===== src/rtl/dmem_pkg.sv =====
// dmem_pkg: shared constants and FSM state encoding for the data-memory arbiter.
//   DMEM_ADDR_W / DMEM_DATA_W : default word-address and data widths
//   DMEM_CNT_W                : width of the optional grant counters
//   state_e                   : sequencer states (2'd3 is illegal)
package dmem_pkg;

  localparam int unsigned DMEM_ADDR_W = 8;
  localparam int unsigned DMEM_DATA_W = 32;
  localparam int unsigned DMEM_CNT_W  = 16;

  typedef enum logic [1:0] {
    IDLE   = 2'd0,
    ACCESS = 2'd1,
    RESP   = 2'd2
  } state_e;

endpackage : dmem_pkg


===== src/rtl/rr_arb2.sv =====
// rr_arb2: combinational two-way round-robin pick.
//   valid_i[1:0] : request lines, bit N = requester N
//   last_i       : requester granted most recently
//   winner_c     : chosen requester (meaningful only when any_c=1)
//   any_c        : at least one request present
module rr_arb2 (
  input  logic [1:0] valid_i,
  input  logic       last_i,
  output logic       winner_c,
  output logic       any_c
);

  // A lone requester always wins; on contention the one not served last wins.
  always_comb begin
    any_c    = |valid_i;
    winner_c = valid_i[1];
    if (&valid_i) begin
      winner_c = ~last_i;
    end
  end

endmodule : rr_arb2


===== src/rtl/dmem_arbiter.sv =====
// dmem_arbiter: round-robin arbiter and sequencer for the single-port data memory.
// Requester 0 is the CPU load/store unit, requester 1 the DMA/debug port.
// One transaction in flight: ready at T, memory strobe at T+1, rvalid/rdata at T+2.
// Ports:
//   clk, rst_n              clock; synchronous active-low reset
//   rN_valid/we/addr/wdata  request from requester N (held until rN_ready)
//   rN_ready, rN_rvalid     accept pulse and completion pulse for requester N
//   rdata                   read data, valid with rN_rvalid of a read
//   mem_re/mem_wr/mem_addr/mem_wdata  memory strobes and payload
//   mem_rdata               memory read data, updated on negedge clk
// Build option: define DMEM_ARB_STATS_EN to add 16-bit per-requester grant
// counters gnt0_cnt/gnt1_cnt (cleared by reset, wrapping).
module dmem_arbiter
  import dmem_pkg::*;
#(
  parameter int unsigned ADDR_W = DMEM_ADDR_W,
  parameter int unsigned DATA_W = DMEM_DATA_W
) (
  input  logic              clk,
  input  logic              rst_n,
  input  logic              r0_valid,
  input  logic              r0_we,
  input  logic [ADDR_W-1:0] r0_addr,
  input  logic [DATA_W-1:0] r0_wdata,
  output logic              r0_ready,
  output logic              r0_rvalid,
  input  logic              r1_valid,
  input  logic              r1_we,
  input  logic [ADDR_W-1:0] r1_addr,
  input  logic [DATA_W-1:0] r1_wdata,
  output logic              r1_ready,
  output logic              r1_rvalid,
  output logic [DATA_W-1:0] rdata,
  output logic              mem_re,
  output logic              mem_wr,
  output logic [ADDR_W-1:0] mem_addr,
  output logic [DATA_W-1:0] mem_wdata,
  input  logic [DATA_W-1:0] mem_rdata
`ifdef DMEM_ARB_STATS_EN
  ,
  output logic [DMEM_CNT_W-1:0] gnt0_cnt,
  output logic [DMEM_CNT_W-1:0] gnt1_cnt
`endif
);

  // States name the step being launched at the next edge: IDLE grants,
  // ACCESS raises the strobe, RESP captures data and raises rvalid.
  state_e state_q, state_d;

  logic              last_q, last_d;
  logic              win_q, win_d;
  logic              we_q, we_d;
  logic              r0_ready_q, r0_ready_d;
  logic              r1_ready_q, r1_ready_d;
  logic              r0_rvalid_q, r0_rvalid_d;
  logic              r1_rvalid_q, r1_rvalid_d;
  logic [DATA_W-1:0] rdata_q, rdata_d;
  logic              mem_re_q, mem_re_d;
  logic              mem_wr_q, mem_wr_d;
  logic [ADDR_W-1:0] mem_addr_q, mem_addr_d;
  logic [DATA_W-1:0] mem_wdata_q, mem_wdata_d;

`ifdef DMEM_ARB_STATS_EN
  logic [DMEM_CNT_W-1:0] gnt0_cnt_q, gnt0_cnt_d;
  logic [DMEM_CNT_W-1:0] gnt1_cnt_q, gnt1_cnt_d;
`endif

  logic pick_c;
  logic any_c;

  // Winner selection between the two requesters.
  rr_arb2 u_rr_arb2 (
    .valid_i  ({r1_valid, r0_valid}),
    .last_i   (last_q),
    .winner_c (pick_c),
    .any_c    (any_c)
  );

  // Next-state and next-output logic.
  always_comb begin
    state_d     = state_q;
    last_d      = last_q;
    win_d       = win_q;
    we_d        = we_q;
    r0_ready_d  = 1'b0;
    r1_ready_d  = 1'b0;
    r0_rvalid_d = 1'b0;
    r1_rvalid_d = 1'b0;
    rdata_d     = rdata_q;
    mem_re_d    = 1'b0;
    mem_wr_d    = 1'b0;
    mem_addr_d  = mem_addr_q;
    mem_wdata_d = mem_wdata_q;
`ifdef DMEM_ARB_STATS_EN
    gnt0_cnt_d  = gnt0_cnt_q;
    gnt1_cnt_d  = gnt1_cnt_q;
`endif

    case (state_q)
      IDLE: begin
        if (any_c) begin
          state_d    = ACCESS;
          last_d     = pick_c;
          win_d      = pick_c;
          r0_ready_d = ~pick_c;
          r1_ready_d = pick_c;
          if (pick_c) begin
            we_d        = r1_we;
            mem_addr_d  = r1_addr;
            mem_wdata_d = r1_wdata;
          end else begin
            we_d        = r0_we;
            mem_addr_d  = r0_addr;
            mem_wdata_d = r0_wdata;
          end
`ifdef DMEM_ARB_STATS_EN
          if (pick_c) begin
            gnt1_cnt_d = gnt1_cnt_q + DMEM_CNT_W'(1);
          end else begin
            gnt0_cnt_d = gnt0_cnt_q + DMEM_CNT_W'(1);
          end
`endif
        end
      end
      ACCESS: begin
        state_d  = RESP;
        mem_re_d = ~we_q;
        mem_wr_d = we_q;
      end
      RESP: begin
        // The memory acted on the negedge inside the strobe cycle.
        state_d     = IDLE;
        r0_rvalid_d = ~win_q;
        r1_rvalid_d = win_q;
        if (!we_q) begin
          rdata_d = mem_rdata;
        end
      end
      default: begin
        state_d = IDLE;
      end
    endcase
  end

  // State and output registers.
  always_ff @(posedge clk) begin
    if (!rst_n) begin
      state_q     <= IDLE;
      last_q      <= 1'b1;
      win_q       <= 1'b0;
      we_q        <= 1'b0;
      r0_ready_q  <= 1'b0;
      r1_ready_q  <= 1'b0;
      r0_rvalid_q <= 1'b0;
      r1_rvalid_q <= 1'b0;
      rdata_q     <= '0;
      mem_re_q    <= 1'b0;
      mem_wr_q    <= 1'b0;
      mem_addr_q  <= '0;
      mem_wdata_q <= '0;
`ifdef DMEM_ARB_STATS_EN
      gnt0_cnt_q  <= '0;
      gnt1_cnt_q  <= '0;
`endif
    end else begin
      state_q     <= state_d;
      last_q      <= last_d;
      win_q       <= win_d;
      we_q        <= we_d;
      r0_ready_q  <= r0_ready_d;
      r1_ready_q  <= r1_ready_d;
      r0_rvalid_q <= r0_rvalid_d;
      r1_rvalid_q <= r1_rvalid_d;
      rdata_q     <= rdata_d;
      mem_re_q    <= mem_re_d;
      mem_wr_q    <= mem_wr_d;
      mem_addr_q  <= mem_addr_d;
      mem_wdata_q <= mem_wdata_d;
`ifdef DMEM_ARB_STATS_EN
      gnt0_cnt_q  <= gnt0_cnt_d;
      gnt1_cnt_q  <= gnt1_cnt_d;
`endif
    end
  end

  assign r0_ready  = r0_ready_q;
  assign r1_ready  = r1_ready_q;
  assign r0_rvalid = r0_rvalid_q;
  assign r1_rvalid = r1_rvalid_q;
  assign rdata     = rdata_q;
  assign mem_re    = mem_re_q;
  assign mem_wr    = mem_wr_q;
  assign mem_addr  = mem_addr_q;
  assign mem_wdata = mem_wdata_q;
`ifdef DMEM_ARB_STATS_EN
  assign gnt0_cnt  = gnt0_cnt_q;
  assign gnt1_cnt  = gnt1_cnt_q;
`endif

endmodule : dmem_arbiter


===== config.mk =====
export PLATFORM = sky130hd
export DESIGN_NAME = dmem_arbiter
export DESIGN_NICKNAME = d
export VERILOG_FILES = /design/src/rtl/dmem_pkg.sv /design/src/rtl/rr_arb2.sv /design/src/rtl/dmem_arbiter.sv
export SDC_FILE = /design/constraint.sdc
export NUM_CORES = 1
export LEC_CHECK = 0
export ABC_CLOCK_PERIOD_IN_PS = 1900
export CORE_ASPECT_RATIO = 1.2
export CORE_MARGIN = 2
export CORE_UTILIZATION = 42
export DETAILED_ROUTE_END_ITERATION = 10
export GPL_TIMING_DRIVEN = 0
export PLACE_DENSITY_LB_ADDON = 0.25
export SETUP_SLACK_MARGIN = 0.05
export SLEW_MARGIN = 20
export SYNTH_ARGS = -nofsm -noshare
export SYNTH_HDL_FRONTEND = slang
export SYNTH_HIERARCHICAL = 1
export SYNTH_SLANG_ARGS = --single-unit

===== constraint.sdc =====
create_clock -name clk -period 1.9 [get_ports clk]
set_input_delay 0.285 -clock clk [delete_from_list [all_inputs] [get_ports clk]]
set_output_delay 0.285 -clock clk [all_outputs]
set_load 0.05 [all_outputs]

# Word level (Yosys, flattened, before mapping)
# Cells that the tools add are included.
dict set report totals {
  ff_bits 83
  wordCells 34
}
dict set report op_classes {
  eq_ne 3
  muxes 6
  bitwise 4
  n_reduce_logical 8
}
# op n
set op_table {}
lappend op_table {{two-way mux 32 bit} 1}
lappend op_table {{AND reduction 2 bit} 5}
lappend op_table {{two-way mux 8 bit} 1}
lappend op_table {{inverter 1 bit} 4}
lappend op_table {{one-hot mux 2 bit (2 select lines)} 1}
lappend op_table {{AND reduction 3 bit} 1}
lappend op_table {{== test 2 x 1 -> 1 bit (second input constant)} 1}
lappend op_table {{== test 2 bit (second input constant)} 1}
lappend op_table {{logical NOT 2 bit} 1}
lappend op_table {{two-way mux 1 bit} 2}
lappend op_table {{two-way mux 2 bit} 1}
lappend op_table {{!= test 2 bit (second input constant)} 1}
lappend op_table {{OR reduction 2 bit} 1}

# Logic depth before layout (Yosys ltp)
# Gate-level depths: netlist (run 1).
dict set report logic_depth {
  depth_word 3
  ltp_mapped 5
  mapped_depth_nobuf 3
}

# Modules after synthesis
# The synthesis (run 1) kept the hierarchy.
# mod instances cells_per_inst area_per_inst_um2 seq_area_each_um2
set by_module_without_submodules {}
lappend by_module_without_submodules {dmem_arbiter 1 350 3487.1 1661.6}
lappend by_module_without_submodules {rr_arb2 1 2 13.8 0.0}

# Least setup slack after synthesis (run 1)
# Ideal clock, no wire load.
dict set report synth_timing {
  path_type {register -> register}
  startpoint {reg last_q}
  endpoint {reg mem_wdata_q[21] (netlist: mem_wdata[21])}
  setup_time_ns 0.125
  t_arrival_ns 1.153
  required_ns 1.775
  path_slack_ns 0.622
  stages_incl_launch_ff 6
  path_buffers 2
  path_cell_list {dfxtp_1 -> a21boi_1 -> buf_4 -> buf_2 -> mux2i_1 -> o22ai_2}
}
dict set report synth_between {
  elab_chain_len 3
}
# element line
set synth_rtl {}
lappend synth_rtl {{start: declaration} dmem_arbiter.sv:50} ;# logic last_q, last_d;
lappend synth_rtl {{start signal: assignment} dmem_arbiter.sv:167} ;# last_q <= last_d;
lappend synth_rtl {{inverter 1 bit} rr_arb2.sv:18} ;# winner_c = ~last_i;
lappend synth_rtl {{two-way mux 1 bit} rr_arb2.sv:17} ;# if (&valid_i) begin
lappend synth_rtl {{named net pick_c} dmem_arbiter.sv:68} ;# logic pick_c;
lappend synth_rtl {{two-way mux 32 bit} dmem_arbiter.sv:107} ;# if (pick_c) begin
lappend synth_rtl {{end signal: assignment} dmem_arbiter.sv:178} ;# mem_wdata_q <= mem_wdata_d;
lappend synth_rtl {{end: declaration} dmem_arbiter.sv:61} ;# logic [DATA_W-1:0] mem_wdata_q, mem_wdata_d;
# The timed path passes the listed nets, and every way through them passes these cells.
# A chain may end at the register's enable or synchronous reset.

# Worst setup path after layout (run 1)
dict set report layout_timing {
  startpoint {reg rdata_q[17] (netlist: rdata[17])}
  endpoint {out rdata[17]}
}
# element line
set layout_lines {}
lappend layout_lines {{start: declaration} dmem_arbiter.sv:57} ;# logic [DATA_W-1:0] rdata_q, rdata_d;
lappend layout_lines {{start signal: assignment} dmem_arbiter.sv:174} ;# rdata_q <= rdata_d;
lappend layout_lines {{end: declaration} dmem_arbiter.sv:33} ;# output logic [DATA_W-1:0] rdata,
# No word-level cell between the ends.

==> flow_metrics.py, run 1 <==
metrics = {
    "timing": {
        "max_clock_freq_mhz": 555.8,
        "rsz0062_at_grt": "no",
        "finalMaxSlewViolations": 0,
        "hold_ws_ps": 458.5,
        "final_hold_viol_count": 0,
        "skew_ps": 9.352,
        "period_minus_slack_ps": 1799,
        "tightest_slew_ps": 554.9,
        "setup_ws_ps": 100.9,
        "min_period_over_period": 0.9469,
        "slew_headroom": 0.6295,
        "finalSetupViolations": 0,
    },
    "routing": {
        "num_vias": 3222,
        "drtIter0Drc": 81,
        "drtPass1Iterations": 4,
        "drcViolationCount": 0,
        "drt_wl_total_um": 9358,
        "routedWlPerCell_um": 14.22,
        "vias_per_cell": 4.897,
        "antenna_left": 0,
    },
    "clocking": {
        "ctsHoldBuffers": 0,
        "cts_tree": "done",
        "clock-sinks": 83,
        "cts-root-buf": "clkbuf_8",
        "cts_setup_buffers": 0,
        "htreeDepth": 3,
        "numCtsBuffers": 9,
        "cts_buffer_depth": 2,
        "path_clk_slew_ps": 90,
        "clock_latency_ps": 350,
    },
    "logic_synthesis": {
        "synth.ff_latch_count": 83,
        "synth_fa_ha_area_frac": 0,
        "synth_top_family_by_area": "multiplexers",
        "synth-edff-count": 0,
        "ys.flop_type": "dfxtp_1",
        "synthMuxAreaShare": 0.2087,
        "synthDistinctLibCells": 21,
        "ys_seq_area_frac": 0.4746,
        "yosys.area_share.simple": 0.1430,
        "syn_inst": 352,
        "syn_area_per_cell_um2": 9.946,
        "synth_compound_area_frac": 0.09471,
        "syn_nets": 470,
        "async_flop_share": 0,
        "syn_area_mm2": 0.003501,
        "synth-xor-area-share": 0,
        "yosysWarnings": 6,
    },
    "final_layout": {
        "areaGrowthSynthToFinish_pct": 65.83,
        "design_area_mm2": 0.005806,
        "n_fill_cell": 665,
        "layout_commonest_cell": "clkdlybuf4s50_1",
        "final_cell_mix": "clkdlybuf4s50_1, nand2_1, dfxtp_1",
        "diodes": 0,
        "stdcell_count": 658,
        "finalNetCount": 676,
        "drive_gt1_frac": 0.08881,
        "final_core_util": 0.7160,
    },
    "critical_path": {
        "critPathSlowestCell": "clkdlybuf4s50_1",
        "required_ps": 1620,
        "critPathKind": "reg2out",
        "path_delay_family": "buffers and inverters",
        "path_buf_inv": 1,
        "crit_chain": "clkdlybuf4s50_1",
        "setup.worst_path.start_class": "flop",
        "crit_path_end_kind": "output port",
        "path_max_fanout": 2,
        "worst_ep_arrival_time_ps": 1510,
        "max_stage_delay_ps": 820,
    },
    "global_routing": {
        "antenna_found_initial": 0,
        "grt_pass1_wl_um": 14930,
        "grtUsageTotal": 0.2047,
        "grt_pass1_vias": 3206,
        "grt_start_max_net_pins": 16,
        "grt_overflow": 0,
    },
    "power": {
        "peakVddDrop_v": 0.0003896,
        "power_leakage_nw": 2.400,
        "powerDensity_mw_per_mm2": 780.0,
    },
    "outcome": {
        "status": "finished clean",
    },
    "place": {
        "dp_cells": 642,
        "place_hpwl_um": 7316,
        "gp_congestion": 0.7367,
        "place_ws_ps": -76.63,
        "portBuffers": 195,
        "place_area_mm2": 0.005572,
    },
    "job": {
        "drv_cap": 0,
    },
    "floorplan": {
        "dieArea_mm2": 0.009085,
        "die_w_um": 87.35,
        "core_area_mm2": 0.008108,
        "ioPinCount": 196,
        "initial_core_util": 0.4318,
        "die_y_um": 104.0,
        "row_count": 36,
    },
    "hold_path": {
        "hp-class": "reg2reg",
    },
}
-- registers in the layout (all words and copies together) (netlist names), 2 cells and up --
name / count
mem_addr: 8
state_q: 2
mem_wdata: 32
rdata: 32
-- metal layers --
layer  wire (um)  up-vias  global-route usage  share of wire
met5           0        -                   0              0
met3         865        9             0.07698          0.092
met2        4680      137              0.3490           0.50
met1        3708     1458              0.2362           0.40
met4         103        0             0.05604          0.011
li1            -     1618                   -              -
-- worst min-delay path, cell delays in order (launching register included) --
cell	delay (ps)
dfxtp_1	320
nand2_1	50
mux2i_1	50
-- metrics by stage --
step	power, mW	TNS (ps)
global route	4.710	0
finish	4.529	0
floorplan	2.754	0
CTS	4.567	0
global placement	3.294	-36.03
detailed placement	3.316	-298.0
-- cell type report --
class                   instances  area (um^2)  area share
clock inverters                 7        75.07     0.01293
flip-flops and latches         83         1662      0.2862
clock buffers                   9        123.9     0.02134
plain buffers                  31        265.3     0.04569
repair buffers                195         1987      0.3422
well taps                      95        118.9     0.02047
inverters                       3        11.26    0.001940
multi-input cells             235         1563      0.2692
-- synthesized netlist by cell type (2+ instances only) --
cell | n | area [um^2]
buf_4 | 3 | 22.52
inv_1 | 3 | 11.26
nand2_1 | 107 | 401.6
buf_12 | 3 | 60.06
mux2i_1 | 73 | 730.7
buf_6 | 11 | 123.9
nor3b_4 | 2 | 37.54
clkbuf_1 | 9 | 33.78
nor2_1 | 3 | 11.26
o22ai_2 | 8 | 100.1
buf_2 | 5 | 25.02
o22ai_1 | 34 | 212.7
dfxtp_1 | 83 | 1662
-- power by group --
part | internal [mW] | switching, mW
logic | 0.598 | 0.735
clock network | 0.613 | 0.652
registers | 1.86 | 0.0681
total | 3.07 | 1.46
-- path summary, 6_finish.rpt --
path	start	to	slack, ps	cells after the start
worst max register to register	last_q$_SDFFE_PN1P_	mem_wdata[9]$_SDFFE_PN0P_	380	5
worst min register to register	rdata[30]$_SDFFE_PN0P_	rdata[30]$_SDFFE_PN0P_	460	2
worst max-delay path	rdata[17]$_SDFFE_PN0P_	rdata[17]	100	1
worst min-delay path	rdata[30]$_SDFFE_PN0P_	rdata[30]$_SDFFE_PN0P_	460	2
-- what timing repair did --
action,in CTS,in global routing
gates resized for setup,2,15
pin swaps,0,0
setup endpoints to repair,2,15
-- kinds of logic (layout without fill, tap and decap cells) --
kind of cell | Yosys count | in the layout
multiplexers | 73 | 73
AND/OR/NAND/NOR | 118 | 118
buffers and inverters | 34 | 245
flip-flops | 83 | 83
AO/OA/AOI/OAI | 44 | 44
Power figures use the tool's default switching activity.
==> run 2, diff against run 1 <==
--- a/config.mk
+++ b/config.mk
@@ -12,6 +12,7 @@
 export DETAILED_ROUTE_END_ITERATION = 10
 export GPL_TIMING_DRIVEN = 0
 export PLACE_DENSITY_LB_ADDON = 0.25
+export REMOVE_ABC_BUFFERS = 1
 export SETUP_SLACK_MARGIN = 0.05
 export SLEW_MARGIN = 20
 export SYNTH_ARGS = -nofsm -noshare
==> flow_metrics.py, run 2 (same netlist as run 1, synthesis figures left out) <==
metrics = {
    "final_layout": {
        "drive_gt1_frac": 0.08242,
        "design_area_mm2": 0.005772,
        "areaGrowthSynthToFinish_pct": 64.87,
        "layout_commonest_cell": "clkdlybuf4s50_1",
        "finalNetCount": 660,
        "final_core_util": 0.7119,
        "final_cell_mix": "clkdlybuf4s50_1, nand2_1, dfxtp_1",
        "diodes": 0,
        "n_fill_cell": 623,
    },
    "clocking": {
        "cts_buffer_depth": 2,
        "path_clk_slew_ps": 80,
        "htreeDepth": 3,
        "clock-sinks": 83,
        "cts-root-buf": "clkbuf_8",
        "numCtsBuffers": 9,
        "cts_tree": "done",
        "clock_latency_ps": 340,
    },
    "floorplan": {
        "row_count": 36,
        "dieArea_mm2": 0.009085,
        "die_w_um": 87.35,
        "die_y_um": 104.0,
        "initial_core_util": 0.4318,
        "core_area_mm2": 0.008108,
        "ioPinCount": 196,
    },
    "hold_path": {
        "hp-class": "in2reg",
        "holdPathEnd": "rdata[22]$_SDFFE_PN0P_",
        "min_from": "rst_n",
        "worstHoldPathCells": 3,
    },
    "critical_path": {
        "r2r_end": "win_q$_SDFFE_PN0P_",
        "critPathKind": "reg2out",
        "path_max_fanout": 2,
        "r2r-start": "state_q[0]$_SDFFE_PN0P_",
        "crit_path_end_kind": "output port",
        "worstSetupPathDepth": 1,
        "path_delay_family": "buffers and inverters",
        "worst_ep_arrival_time_ps": 1510,
        "max_stage_delay_ps": 840,
        "rrSetupSlack_ps": 400,
        "critPathSlowestCell": "clkdlybuf4s50_1",
        "setup.worst_path.start_class": "flop",
        "worstRegToRegCells": 3,
        "crit_chain": "clkdlybuf4s50_1",
        "required_ps": 1620,
        "path_buf_inv": 1,
    },
    "routing": {
        "drt_wl_total_um": 9456,
        "drcViolationCount": 0,
        "vias_per_cell": 4.963,
        "num_vias": 3181,
        "routedWlPerCell_um": 14.75,
        "antenna_left": 0,
        "drtIter0Drc": 48,
        "drtPass1Iterations": 4,
    },
    "place": {
        "gp_congestion": 0.7536,
        "place_hpwl_um": 7282,
        "place_ws_ps": -405.1,
        "portBuffers": 195,
        "place_area_mm2": 0.005498,
    },
    "power": {
        "p_sw_mw": 1.404,
        "swShare": 0.3083,
        "p_seq_frac": 0.425,
        "combPwrFrac": 0.298,
        "pwr-share-clk": 0.278,
        "peakVddDrop_v": 0.0003756,
        "finalPower_mw": 4.554,
        "power_leakage_nw": 2.190,
        "p_int_mw": 3.150,
        "powerDensity_mw_per_mm2": 789.0,
    },
    "timing": {
        "finalMaxSlewViolations": 0,
        "setup_tns_ps": 0,
        "tightest_slew_ps": 569.5,
        "final_hold_viol_count": 0,
        "period_minus_slack_ps": 1797,
        "setup_ws_ps": 103.0,
        "rsz0062_at_grt": "no",
        "skew_ps": 6.631,
        "min_period_over_period": 0.9458,
        "max_clock_freq_mhz": 556.5,
        "finalSetupViolations": 0,
        "slew_headroom": 0.6197,
    },
    "global_routing": {
        "grtUsageTotal": 0.2042,
        "grt_start_max_net_pins": 68,
        "grt_pass1_vias": 3171,
        "grt_overflow": 0,
        "antenna_found_initial": 0,
        "grt_pass1_wl_um": 14740,
    },
    "outcome": {
        "status": "finished clean",
    },
    "job": {
        "drv_cap": 0,
    },
}
## run 2: cell types whose count changed in the layout (fill, tap and decap cells not counted), sizes merged
cell	before	now
buf	22	16
clkbuf	18	11
clkdlybuf4s50	178	191
clkinvlp	3	2
dlygate4sd2	2	0
dlymetal6s2s	15	3
inv	5	3
## run 2: worst max path at each step
stage,slack (ps),startpoint,end
after floorplan,-1960,last_q$_SDFFE_PN1P_,mem_wdata[21]$_SDFFE_PN0P_
after global placement,-4670,rst_n,win_q$_SDFFE_PN0P_
after detailed placement,-410,r1_valid,mem_wdata[22]$_SDFFE_PN0P_
after CTS,50,r0_valid,mem_wdata[15]$_SDFFE_PN0P_
after global routing,30,mem_wdata[21]$_SDFFE_PN0P_,mem_wdata[21]
final,100,mem_wdata[6]$_SDFFE_PN0P_,mem_wdata[6]
## run 2: cell type report
type                       instances  area (um^2)  area share
clock buffer                      11        151.4     0.02623
timing repair buffer             210         2188      0.3791
multi-input combinational        235         1590      0.2755
inverter                           3        11.26    0.001951
clock inverter                     4        50.05    0.008671
sequential                        83         1662      0.2879
tap                               95        118.9     0.02059
## run 2: what timing repair did
item,in CTS,in global routing
buffers inserted,2,5
hold endpoints to repair,0,0
resized for setup,0,3
hold buffers,0,0
setup endpoints to repair,32,34
## run 2: power by group through the flow
stage          Sequential (mW)  Combinational, mW  Clock, mW
4_1_cts                   1.93               1.34       1.31
5_1_grt                   1.95               1.43       1.37
2_1_floorplan             2.36              0.318          0
3_5_place_dp              1.97               1.33          0
3_3_place_gp              1.96               1.29          0
6_report                  1.93               1.36       1.26
## run 2: metal layers
| metal | part of all wire | GRT usage | vias to the layer above |
|---|---|---|---|
| li1 | - | - | 1582 |
| met1 | 0.38 | 0.2202 | 1439 |
| met2 | 0.50 | 0.3582 | 149 |
| met3 | 0.10 | 0.07619 | 11 |
| met4 | 0.012 | 0.07033 | 0 |
| met5 | 0 | 0 | - |
## run 2: per-stage QoR
step,hold WS [ps],std cells
3_3_place_gp,440.8,611
4_1_cts,409.8,636
6_report,426.4,641
2_1_floorplan,412.1,321
3_5_place_dp,448.6,619
5_1_grt,444.5,641
